### src/rtl/puf_eval_scheduler.sv
// puf_eval_scheduler: round-robin front end for a single 16-bit RO PUF.
// Each accepted challenge is evaluated NUM_EVAL times with a rest gap in
// between; the returned response is the bitwise majority of those
// evaluations, flagged unstable if any evaluation disagreed with the first,
// or flagged as an error (data forced to zero) if the PUF stopped answering.
module puf_eval_scheduler #(
    parameter int unsigned NUM_EVAL       = 3,
    parameter int unsigned GAP_CYCLES     = 4,
    parameter int unsigned TIMEOUT_CYCLES = 4096,
    parameter logic [3:0]  ACT_PATTERN    = 4'b0011
) (
    input  logic        clk,
    input  logic        rst,
    input  logic [1:0]  req_valid,
    input  logic [31:0] req_challenge,
    output logic [1:0]  req_ready,
    output logic        rsp_valid,
    input  logic        rsp_ready,
    output logic        rsp_id,
    output logic [15:0] rsp_data,
    output logic        rsp_unstable,
    output logic        rsp_err,
    output logic [15:0] puf_challenge,
    output logic [3:0]  puf_activation,
    output logic        puf_generated,
    input  logic [15:0] puf_response,
    input  logic        puf_ready
);

    localparam logic [1:0] ST_IDLE = 2'd0;
    localparam logic [1:0] ST_RUN  = 2'd1;
    localparam logic [1:0] ST_GAP  = 2'd2;
    localparam logic [1:0] ST_RESP = 2'd3;

    localparam int unsigned TMO_W = (TIMEOUT_CYCLES > 2) ? $clog2(TIMEOUT_CYCLES) : 1;
    localparam int unsigned GAP_W = (GAP_CYCLES > 2) ? $clog2(GAP_CYCLES) : 1;

    localparam logic [TMO_W-1:0] TMO_LAST = TMO_W'(TIMEOUT_CYCLES - 1);
    localparam logic [GAP_W-1:0] GAP_LAST = GAP_W'(GAP_CYCLES - 1);
    localparam logic [2:0]       EVAL_N   = 3'(NUM_EVAL);
    localparam logic [2:0]       HALF     = 3'(NUM_EVAL / 2);

    logic [1:0]            state;
    logic                  last_grant;
    logic                  id_q;
    logic [2:0]            eval_cnt;
    logic [TMO_W-1:0]      tmo_cnt;
    logic [GAP_W-1:0]      gap_cnt;
    logic [15:0][2:0]      ones;
    logic [15:0]           first_rsp;
    logic                  unstable_q;
    logic                  err_q;

    logic                  grant_any;
    logic                  grant_id;
    logic                  accept;
    logic [15:0]           grant_chal;
    logic [15:0]           vote;

    // Round-robin winner: a lone requester wins, a tie goes to the one not served last.
    always_comb begin
        // NOTE: every signal written here gets a default first so no path leaves it unassigned and no latch is inferred.
        grant_any = 1'b0;
        grant_id  = 1'b0;
        case (req_valid)
            2'b01:   grant_any = 1'b1;
            2'b10: begin
                grant_any = 1'b1;
                grant_id  = 1'b1;
            end
            2'b11: begin
                grant_any = 1'b1;
                grant_id  = ~last_grant;
            end
            default: ;
        endcase
    end

    assign req_ready  = (state == ST_IDLE && grant_any && !rst)
                        ? (grant_id ? 2'b10 : 2'b01) : 2'b00;
    assign accept     = |(req_valid & req_ready);
    assign grant_chal = grant_id ? req_challenge[31:16] : req_challenge[15:0];

    // Bitwise majority over the per-bit ones counters.
    always_comb begin
        vote = '0;
        for (int b = 0; b < 16; b++) begin
            vote[b] = (ones[b] > HALF);
        end
    end

    // Scheduler state machine, PUF drive and response registers.
    always_ff @(posedge clk or posedge rst) begin
        if (rst) begin
            state          <= ST_IDLE;
            last_grant     <= 1'b1;
            id_q           <= 1'b0;
            eval_cnt       <= '0;
            tmo_cnt        <= '0;
            gap_cnt        <= '0;
            // NOTE: the vote counters are a few flops rather than a RAM, so they are reset like any other state.
            ones           <= '0;
            first_rsp      <= '0;
            unstable_q     <= 1'b0;
            err_q          <= 1'b0;
            puf_generated  <= 1'b0;
            puf_challenge  <= '0;
            puf_activation <= '0;
            rsp_valid      <= 1'b0;
            rsp_id         <= 1'b0;
            rsp_data       <= '0;
            rsp_unstable   <= 1'b0;
            rsp_err        <= 1'b0;
        end else begin
            // NOTE: non-blocking assignments so every register samples pre-edge values regardless of statement order.
            case (state)
                ST_IDLE: begin
                    if (accept) begin
                        id_q           <= grant_id;
                        last_grant     <= grant_id;
                        eval_cnt       <= '0;
                        tmo_cnt        <= '0;
                        ones           <= '0;
                        first_rsp      <= '0;
                        unstable_q     <= 1'b0;
                        err_q          <= 1'b0;
                        puf_challenge  <= grant_chal;
                        puf_activation <= ACT_PATTERN;
                        puf_generated  <= 1'b1;
                        state          <= ST_RUN;
                    end
                end

                ST_RUN: begin
                    if (puf_ready) begin
                        for (int b = 0; b < 16; b++) begin
                            ones[b] <= ones[b] + {2'b00, puf_response[b]};
                        end
                        if (eval_cnt == 3'd0) begin
                            first_rsp <= puf_response;
                        end else begin
                            unstable_q <= unstable_q | (|(puf_response ^ first_rsp));
                        end
                        eval_cnt      <= eval_cnt + 3'd1;
                        tmo_cnt       <= '0;
                        gap_cnt       <= '0;
                        puf_generated <= 1'b0;
                        state         <= ST_GAP;
                    end else if (tmo_cnt == TMO_LAST) begin
                        // PUF never answered: abandon the remaining evaluations.
                        err_q         <= 1'b1;
                        eval_cnt      <= EVAL_N;
                        tmo_cnt       <= '0;
                        gap_cnt       <= '0;
                        puf_generated <= 1'b0;
                        state         <= ST_GAP;
                    end else begin
                        tmo_cnt <= tmo_cnt + 1'b1;
                    end
                end

                ST_GAP: begin
                    if (gap_cnt == GAP_LAST) begin
                        if (eval_cnt < EVAL_N && !err_q) begin
                            puf_generated <= 1'b1;
                            state         <= ST_RUN;
                        end else begin
                            rsp_valid    <= 1'b1;
                            rsp_id       <= id_q;
                            rsp_data     <= err_q ? 16'h0000 : vote;
                            rsp_unstable <= err_q ? 1'b0 : unstable_q;
                            rsp_err      <= err_q;
                            state        <= ST_RESP;
                        end
                    end else begin
                        gap_cnt <= gap_cnt + 1'b1;
                    end
                end

                ST_RESP: begin
                    if (rsp_ready) begin
                        rsp_valid <= 1'b0;
                        state     <= ST_IDLE;
                    end
                end

                default: state <= ST_IDLE;
            endcase
        end
    end

endmodule

### config.mk
export PLATFORM = sky130hd
export DESIGN_NAME = puf_eval_scheduler
export DESIGN_NICKNAME = d
export VERILOG_FILES = /design/src/rtl/puf_eval_scheduler.sv
export SDC_FILE = /design/constraint.sdc
export NUM_CORES = 1
export LEC_CHECK = 0
export ABC_AREA = 1
export CORE_MARGIN = 3
export CORE_UTILIZATION = 55
export CTS_CLUSTER_SIZE = 25
export DETAILED_ROUTE_END_ITERATION = 16
export GPL_ROUTABILITY_DRIVEN = 0
export PLACE_DENSITY_LB_ADDON = 0.1
export RECOVER_POWER = 100
export SYNTH_ARGS = -nofsm -noshare
export SYNTH_HDL_FRONTEND = slang
export SYNTH_SLANG_ARGS = --single-unit
### constraint.sdc
create_clock -name clk -period 5.7 [get_ports clk]
set_input_delay 1.71 -clock clk [delete_from_list [all_inputs] [get_ports clk]]
set_output_delay 1.71 -clock clk [all_outputs]
set_load 0.03 [all_outputs]
==> summary by stage, run 1 <==
Worst setup path
The critical path is of the in -> out type. The endpoint type of the worst setup path is an output port. The worst reg2reg path endpoint is ones[42]. The most critical setup path has its endpoint at req_ready[1]. The depth of the most critical reg-to-reg path is 7.

The reg-to-reg startpoint is state[0]. STA puts the critical path data required time at around 4.0 ns. Across all register-to-register paths, the minimum setup slack is roughly 2.3 ns. The critical path data arrival time is approximately 3.4 ns. The start point of the critical path is req_valid[0]. In this run the worst path has a maximum fanout of 17. The launching element type of the critical path is an input pin.

Place
The half-perimeter wire length after placement is 9820 um. The count of buffers inserted at the top-level ports is 94. Once placement completed, the tool counted placed cells totaling about 950.

Power
The share of total power dissipated in the clock network is 0.275. The share of total power dissipated in combinational logic is 0.359. The maximum vdd ir drop is ~0.30 mV. Cell internal power was estimated by the tool at between 2 and 2.5 mW. Of the total power, the share spent switching nets is 0.389. In this run the power density over the cells is about 450 nW/um^2. After layout, the design draws a total of between 3 and 4 mW. The share of total power dissipated in sequential elements is 0.366. For this design the total switching power over the nets is between 1 and 1.5 mW.

Summed over all cells, the static leakage comes to around 4.2 nW.

Synthesis
The area share of the largest cell type after synthesis is 0.482. Yosys mapped a number of flops with a built-in enable equal to 0. Synthesis produced 747 cells. The total number of yosys warnings is 0. Synthesis inferred around 130 register bits. The prevailing post-synth register cell is dfrtp_1.

The share of async-settable or async-resettable flops after synthesis is 1.00. Yosys attributes the largest share of cell area to dfrtp_1 48%, nand2_1 13%, nand3_1 9.2%. The post-synthesis instance area is 6430 sq um.

In the synthesized netlist, the cells that appear most often are 225 x nand2_1, 124 x dfrtp_1, 118 x nand3_1, 53 x inv_1, 37 x nor2_1. The share of synthesized area occupied by flip-flops and latches is 0.487. By instance count, the leading cell after synthesis is nand2_1. The biggest area consumer among synthesized cells is dfrtp_1.

Each instance of the synthesized netlist takes up on average roughly 8.6 sq um. The number of distinct library cell variants in the gate-level netlist after synthesis is 34.

Status
The run finished, with violations left. The final reports fail on capacitance limit, slew limit.

Final layout
Relative to the synthesized area, the layout overhead comes to 21.5%. After the flow finishes, the layout carries non-filler instances totaling ~1,000. The share of final-layout standard cells stronger than drive strength 1 is 0.0592. The final layout net count is ~900. The antenna cell count is 0.

Global routing
The global-route wire length before repair is about 25,000 um. In the global route stage, overall resource usage came out at 0.241. The largest net degree at the start of global routing is 76.

The initial antenna violation count is 0. The via count of the first global-routing pass is between 5,000 and 6,000. Summed over all layers, the global routing overflow is 0.

Timing
For the final routed database, the setup TNS stands at 0 ns. The worst slew margin relative to its limit is -0.898. Dividing the final minimum period by the clock period gives 0.904. The final count of pins violating max slew was 76. The worst path needs between 5 and 6 ns of the cycle, external delays included. Timing would allow up to between 0.15 and 0.2 GHz.

For the pin with the worst max-slew slack, the measured transition is about 2.8 ns. The count of final hold-check violations is 0. Setup violations remaining at the end of the flow were counted as 0. Setup repair after global routing left no endpoint under its margin. The worst clock skew is approximately 0.021 ns.

Min path
Counting instances, the worst hold path has a depth of 2. The tightest min-delay check is of the reg -> reg type.

Clock tree
At the later pin of the worst-skew pair, clock insertion delay measures between 0.4 and 0.5 ns. The clock transition time at the flip-flop clock pins of the worst setup and hold paths is roughly 0.050 ns. The H-tree level count is 4. Hold repair after CTS inserted 0 buffers. The number of post-CTS setup repair buffers is 0. The number of clock buffers inserted by TritonCTS is 17. The maximum buffer depth of the clock tree is 2. The count of instances resized after the clock tree is built is 0. CTS placed an instance of clkbuf_16 at the clock tree root.

The clock drives around 130 sinks. The clock tree from TritonCTS is built.

Drt
The detailed router placed about 5,400 vias in this run. Dividing the detail-routed wire length by the instance count gives 14.9 um. The first-pass iteration count of the detailed router is 6. The detail route stage leaves a number of antenna-violating nets equal to 0. The post-detailed-route DRC marker count is 0. The via density per instance is 5.43. The iteration-0 DRC count of the detailed router is 347. The final layout contains routed wiring with a total length of roughly 15,000 um.

Die
Pin placement for this block handled 97 I/O pins. The die boundary width is approximately 110 um. After floorplanning, the core was divided into 38 placement rows. The initial core utilization is 0.578.

The placeable core area is approximately 11,000 sq um. The die height is around 110 um. The floorplan step defined a die boundary enclosing about 13,000 sq um.

Flow run
Max-cap violations in this run came to 1.
## cell type report
| class | instances | area (sq um) |
|---|---|---|
| clock buffer | 30 | 514 |
| timing repair buffer | 102 | 985 |
| tap | 140 | 175 |
| clock inverter | 2 | 10.0 |
| multi-input combinational | 530 | 2790 |
| sequential | 125 | 3130 |
| inverter | 56 | 210 |
| fill | 842 | 3310 |
## metal layers
| layer | wire length (um) | track usage | vias up | part of all wire |
|---|---|---|---|---|
| met5 | 0 | 0 | - | 0 |
| met4 | 151 | 0.0792 | 0 | 0.010 |
| met3 | 970 | 0.0724 | 16 | 0.066 |
| met2 | 6760 | 0.374 | 149 | 0.46 |
| met1 | 6820 | 0.325 | 2586 | 0.46 |
| li1 | - | - | 2601 | - |
## through the flow
step | hold WS [ns] | utilization | cell area [sq um] | worst slack [ns]
after floorplan | 0.446 | - | 6430 | 0.664
after global routing | 0.492 | 0.703 | 7820 | 0.380
after CTS | 0.479 | 0.710 | 7900 | 0.781
after detailed placement | 0.464 | 0.663 | 7380 | 0.785
final | 0.470 | 0.703 | 7820 | 0.545
after global placement | 0.459 | 0.663 | 7380 | 0.844
## logic make-up (layout without fill, tap and decap cells)
| kind of cell | count (synthesis) | in the layout | share of synthesized area |
|---|---|---|---|
| AOI/OAI and AO/OA | 68 | 68 | 0.0741 |
| xor gates and xnor gates | 20 | 20 | 0.0272 |
| adders and majority gates | 36 | 36 | 0.0700 |
| buffers and inverters | 93 | 190 | 0.0683 |
| DFF | 125 | 125 | 0.487 |
| other | 1 | 2 | 0.000583 |
| and+or+nand+nor | 404 | 404 | 0.273 |
## power by group through the flow
stage	Sequential (mW)	Combinational, mW	Clock, mW
final	1.28	1.25	0.960
after global routing	1.31	1.41	1.01
after CTS	1.28	1.33	0.976
after detailed placement	1.29	1.32	0
after global placement	1.27	1.28	0
after floorplan	1.39	0.856	0
## critical path, cell delays in order
cell           delay (ns)
dlygate4sd3_1        0.56
nor2_1               0.06
nor2_1               0.08
nand2_1              0.34
nor2_4               0.45
buf_4                0.24
## state kept, by name (all words and copies together) (netlist names), 2 cells and up
signal,count
tmo_cnt,12
first_rsp,16
eval_cnt,3
state,2
puf_challenge,16
gap_cnt,2
ones,48
rsp_data,16
## cell usage in the layout (no fill, tap or decap), drive strengths merged
cell | synthesis | routed
conb | 1 | 2
buf | 31 | 6
o41ai | 1 | 1
o21ai | 36 | 36
clkdlybuf4s50 | 0 | 49
a22oi | 5 | 5
inv | 56 | 56
nand2 | 233 | 233
clkbuf | 6 | 34
a21oi | 7 | 7
nor3 | 1 | 1
ha | 36 | 36
a31oi | 1 | 1
dfstp | 1 | 1
nand3 | 119 | 119
o21a | 2 | 2
clkinv | 0 | 2
nand4 | 3 | 3
nor2 | 45 | 45
dlygate4sd3 | 0 | 43
nor3b | 1 | 1
o31ai | 16 | 16
dfrtp | 124 | 124
or2 | 2 | 2
xor2 | 20 | 20
## how the worst min path moves through the flow
stage / startpoint / end
2_1_floorplan: gap_cnt[1] / gap_cnt[1]
3_3_place_gp: rsp_valid / rsp_valid
3_5_place_dp: rsp_valid / rsp_valid
4_1_cts: rsp_valid / rsp_valid
5_1_grt: rsp_data[8] / rsp_data[8]
6_report: rsp_valid / rsp_valid
(Power assumes the default switching activity.)
==> run 2, diff against run 1 <==
ABC_CLOCK_PERIOD_IN_PS = 6600   (was unset)
clock period = 6.6 ns   (was 5.7 ns; I/O delays follow)
==> summary by stage, run 2 (synthesized netlist as in run 1, its figures left out) <==
Clock tree
The clock tree from TritonCTS is built. The clock network latency to the later pin of the worst-skew pair is slightly above 0.4 ns. The clock transition time at the flip-flop clock pins of the worst setup and hold paths is around 0.050 ns.

The H-tree was split into 4 levels. The root cell of the clock tree is clkbuf_16. For this design, the CTS-stage hold fixing added 0 buffers. In this run the post-CTS setup repair buffer count came out at 0.

The number of clock buffers inserted by TritonCTS is 17. Once the clock tree was built, the resizer swapped 0 gates to a different size. The number of clock sinks is between 100 and 150. The clock passes through at most 2 buffers.

Final layout
The layout overhead on the synthesized area is 24.6%. Leaving out fill and tap cells, the most frequent cell in the layout is nand2_1. In the final design database the tool counted roughly 920 nets. The count of non-filler cells in the finished layout is a little under 1,000. Measured on the finished design, the core utilization comes to 0.720. ones holds more flip-flops than any other register. The layout has between 800 and 900 filler cells. The library cells used most frequently in the layout, excluding fill and tap cells, are 231 x nand2_1, 124 x dfrtp_1, 119 x nand3_1.

The antenna cell count is 0. The share of final-layout standard cells stronger than drive strength 1 is 0.0723. The number of flip-flops in the largest register is 48.

Worst setup path
The worst setup path is of the in -> out kind. For the worst setup path, the data required time is 4.62 ns. The critical path starts at rst. The setup slack of the worst register-to-register path is about 3.2 ns. The reg-to-reg startpoint is state[0]. The critical path data arrival time is 3.98 ns. STA classifies the critical path startpoint as an input pin. In this run the worst path has a maximum fanout of 18. The worst reg2reg path endpoint is ones[27]. The worst setup path is captured at an output port. For the worst flop-to-flop path, the logic depth is 7.

Timing
The final sum of negative setup slack is 0 ns. In this run the tightest slew margin relative to its limit is -1.03. The final count of pins violating max slew came to 98. The transition at the pin with the smallest max-transition slack is between 3 and 4 ns. Static timing analysis puts the maximum clock frequency at ~0.17 GHz.

The setup slack of the critical path after layout is about 0.64 ns. Setup violations remaining at the end of the flow were counted as 0. The count of final hold-check violations was 0. After layout, the minimum clock period comes to slightly below 6 ns. Setup repair after global routing left no endpoint under its margin. The final clock period utilization by the worst path is 0.903. Between clock sinks in the finished design, the worst skew comes to a little under 0.007 ns.

Die
The core region is approximately 11,000 sq um. The die boundary width is ~110 um. The row count is 38. During I/O placement, the number of pins put on the boundary was 97. The die height is approximately 110 um.

The area of the die is ~13,000 sq um. The initial core utilization is 0.578.

Power
Dividing total power by cell area gives a power density of between 400 and 500 nW/um^2. Of the total power, the clock network draws 0.335. The maximum vdd ir drop is between 0.3 and 0.4 mV. The internal portion of the total power is around 2.1 mW. The share of total power in sequential cells is 0.334. The net load switching power is 1.21 mW. The static leakage is 4.24 nW.

The proportion of total power due to net switching is 0.365. The design draws about 3.3 mW. The share of total power dissipated in combinational logic is 0.331.

Status
The final reports fail on capacitance limit, slew limit. The flow ran to the end, but the final reports show violations.

Global routing
The global-route wire length before repair is roughly 25,000 um. For this run the aggregate overflow at the end of global routing stands at 0. The via count of the first global-routing pass is approximately 5,500. The initial antenna violation count is 0. The combined global-route utilization of all metal layers is 0.241. The largest net degree at the start of global routing is 70.

Min path
The worst hold path begins at rsp_valid. The end point of the worst hold path is rsp_valid. In this run the worst hold path is classified as reg -> reg. Along the worst hold path, the cell count comes to 2.

Place
The cell count after placement is about 950. Prior to clock tree synthesis, the placed netlist has a worst setup slack of between 1 and 1.5 ns. The count of buffers inserted at the top-level ports is 94. The HPWL after detailed placement is ~9600 um.

Drt
In the final routed layout, each cell accounts on average for 15.1 um. The count of vias placed by the detailed router is 5,348. The iteration-0 DRC count of the detailed router is about 400.

Dividing the detail-routed via count by the number of cells gives 5.43. For this block, the routed nets add up to between 10,000 and 15,000 um of wire. The post-detailed-route DRC marker count is 0. In this run the remaining antenna-violating nets after routing total 0.

Before antenna repair, the detailed router went through 6 iterations.

Flow run
The number of violations of the max-capacitance limit is 2.
run 2: worst max-delay path by stage:
| stage | endpoint | slack [ns] | cells after the start |
|---|---|---|---|
| after floorplan | err_q | 1.29 | 1 |
| after global placement | req_ready[0] | 1.08 | 8 |
| after detailed placement | req_ready[0] | 1.05 | 8 |
| after CTS | req_ready[0] | 1.05 | 8 |
| after global routing | req_ready[0] | 0.48 | 7 |
| final | req_ready[0] | 0.64 | 7 |
run 2: per-layer routing:
layer	wire length (um)	GRT usage
met1	6740	0.317
met3	930	0.0745
met5	0	0
met2	7020	0.385
met4	201	0.0744
run 2: area by class of cell:
class | instances | area [sq um] | share of cell area
multi-input combinational | 530 | 2810 | 0.351
tap | 140 | 175 | 0.0219
clock inverter | 12 | 238 | 0.0297
clock buffer | 20 | 467 | 0.0583
sequential | 125 | 3130 | 0.391
timing repair buffer | 101 | 977 | 0.122
inverter | 56 | 211 | 0.0264
run 2: critical path, stage by stage:
cell           delay (ns)
dlygate4sd3_1        0.56
nor2_1               0.12
nand2_1              0.34
inv_1                0.26
nand2_1              0.10
inv_2                0.25
clkbuf_1             0.35
run 2: power by group through the flow:
stage               Clock [mW]  Sequential (mW)  Combinational (mW)
finish                    1.11             1.10                1.09
global route              1.15             1.13                1.23
CTS                       1.12             1.10                1.15
detailed placement           0             1.11                1.14
global placement             0             1.10                1.09
floorplan                    0             1.20               0.740
run 2: stage by stage:
step / instance area, sq um / hold slack, ns
after detailed placement: 7370 / 0.459
after CTS: 8080 / 0.472
final: 8010 / 0.465
after floorplan: 6430 / 0.446
after global placement: 7370 / 0.459
after global routing: 8010 / 0.501
==> run 3, diff against run 2 <==
ABC_CLOCK_PERIOD_IN_PS = 5400   (was 6600)
CORE_UTILIZATION = 49   (was 55)
clock period = 5.4 ns   (was 6.6 ns; I/O delays follow)
==> summary by stage, run 3 (synthesized netlist as in run 1, its figures left out) <==
Clock tree
The number of hold buffers added after cts is 0. The tree is rooted in a clkbuf_16. The number of clock sinks is roughly 130. After clock tree synthesis, the clock-pin slew on the worst setup and hold paths is roughly 0.05 ns. TritonCTS built the clock tree. The maximum buffer depth of the clock tree is 2. The number of clock buffers inserted by TritonCTS is 17. The H-tree generated during clock tree synthesis spans 4 levels.

The number of post-CTS setup repair buffers is 0. The clock reaches the later pin of the worst-skew pair after roughly 0.41 ns. The count of instances resized after the clock tree is built is 0.

Final layout
The share of final-layout standard cells stronger than drive strength 1 is 0.0711. The repair_antennas step left the layout with diodes totalling 0. After filler insertion, the fill cell instance count of the layout stands at approximately 1,100. The top cell types in the final layout, fill and taps aside, are 229 x nand2_1, 124 x dfrtp_1, 119 x nand3_1. The most common library cell in the layout ignoring fill and taps is nand2_1. The top register by number of flip-flops is ones. Relative to the synthesized area, the layout overhead comes to 23.2%. The register with the most flip-flops in the layout has between 40 and 50 of them. The final layout contains 922 nets.

Timing
The count of final hold-check violations was 0. The final count of pins violating max slew was 82. Setup repair after global routing left no endpoint under its margin.

The transition at the pin with the smallest max-transition slack is between 3 and 4 ns. Of the available clock period, the critical path in the final layout requires 0.928. Summed over all failing endpoints, the final setup total negative slack is 0 ns. The setup slack of the critical path after layout is around 0.39 ns.

Headroom to the max-slew limit came out at -1.09. Setup violations remaining at the end of the flow were counted as 0. The time the worst path needs with I/O delays and setup is about 5.0 ns.

The maximum achievable frequency is approximately 0.2 GHz. Clock skew on the completed layout was measured at about 0.005 ns.

Global routing
The initial antenna violation count is 0. Entering global routing, the biggest net connects just over 80 pins. The via count of the first global-routing pass was ~5,300. For this run, the total global-route usage over all layers was measured as 0.219. The global-route wire length before repair is 25,400 um. After global routing the overflow that remains totals 0.

Status
The run finished, with violations left. The checks that failed: capacitance limit, slew limit.

Drt
The count of vias placed by the detailed router is around 5,400. The post-detailed-route DRC marker count is 0. The via density per instance is 5.27. The first-pass iteration count of the detailed router is 5. The count of nets left with antenna violations once routing finished came out at 0. The average detailed-routed wire length per instance is 14.9 um. For this block, the initial DRC count from the detailed router was 289. After detailed routing, the total wire length is 15,100 um.

Worst setup path
The category of the most critical setup path is in -> out. The worst setup path is launched from an input pin. The required time at the endpoint of the critical path is roughly 3.8 ns. At the worst endpoint, the arrival time is around 3.4 ns. The maximum fanout along the worst path is 17. The endpoint type of the worst setup path is an output port.

Die
The die covers 14,500 sq um. The die height is about 120 um. The placeable core area is ~13,000 sq um.

The row count is 41. For this configuration, the core starts out at a cell density of 0.506. The floorplan step set the die width to between 100 and 150 um. The total I/O pin count is 97.

Power
The worst-case IR drop observed on VDD is between 0.2 and 0.3 mV. Power spread over the standard cell area amounts to approximately 480 nW/um^2. Summed over all cells, the static leakage comes to between 4 and 5 nW.

Place
At the placement stage, the worst setup path has a slack of approximately 0.63 ns. The HPWL after detailed placement is roughly 9900 um. The count of buffers inserted at the top-level ports is 94.

Min path
The worst hold path belongs to the class reg -> reg.

Flow run
The number of violations of the max-capacitance limit is 1.
-- run 3: changes by cell type in the layout (fill, tap and decap cells not counted), moves of 2 or more --
cell	delta
bufinv_16	-5
clkbuf_2	+4
o31ai_1	+3
o31ai_2	-3
clkbuf_8	+2
nand2_1	-2
nand2_2	+2
-- run 3: worst max-delay path, cell delays in order --
cell and delay (ns):
clkdlybuf4s50_1 0.48, nor2_1 0.05, nor2_1 0.09, nand2_1 0.26
nor2_2 0.61, buf_4 0.28
-- run 3: where the power goes --
part	switching, mW	leakage, nW	internal, mW
Combinational	0.884	2.23	0.434
Clock	0.391	0.296	0.734
Sequential	0.163	1.67	1.18
Total	1.44	4.20	2.35
-- run 3: final cells by class --
class                   count  area [sq um]  area share
well taps                 172           215      0.0272
repair buffers            102           986       0.124
multi-input cells         530          2800       0.353
inverters                  56           210      0.0265
clock buffers              24           502      0.0633
flip-flops and latches    125          3130       0.395
clock inverters             7          85.1      0.0107
-- run 3: through the flow --
step                area [sq um]   util  hold slack, ns  total power, mW  cells
finish                      7930  0.623           0.478             3.79   1016
global route                7930  0.623           0.501             4.05   1016
CTS                         8010  0.629           0.485             3.89   1016
detailed placement          7420  0.583           0.473             2.75    985
global placement            7420  0.583           0.462             2.70    985
floorplan                   6430      -           0.446             2.37    748
-- run 3: routing by layer --
metal  global-route usage  up-vias  share of wire
met5                    0        -              0
met4               0.0729        0          0.014
met3               0.0519       19          0.047
met2                0.354      125           0.47
met1                0.292     2613           0.46
li1                     -     2602              -
-- run 3: worst paths after layout --
check                           depth (start not counted)          from  slack, ns          endpoint
worst min-delay path                                    2  rsp_data[12]       0.48      rsp_data[12]
max in group asynchronous                               2           rst       0.93      first_rsp[9]
worst max-delay path                                    6  req_valid[0]       0.39      req_ready[1]
worst min register to register                          2  rsp_data[12]       0.48      rsp_data[12]
min in group asynchronous                               2           rst       2.70  puf_challenge[2]
worst max register to register                          7      state[0]       1.96          ones[44]
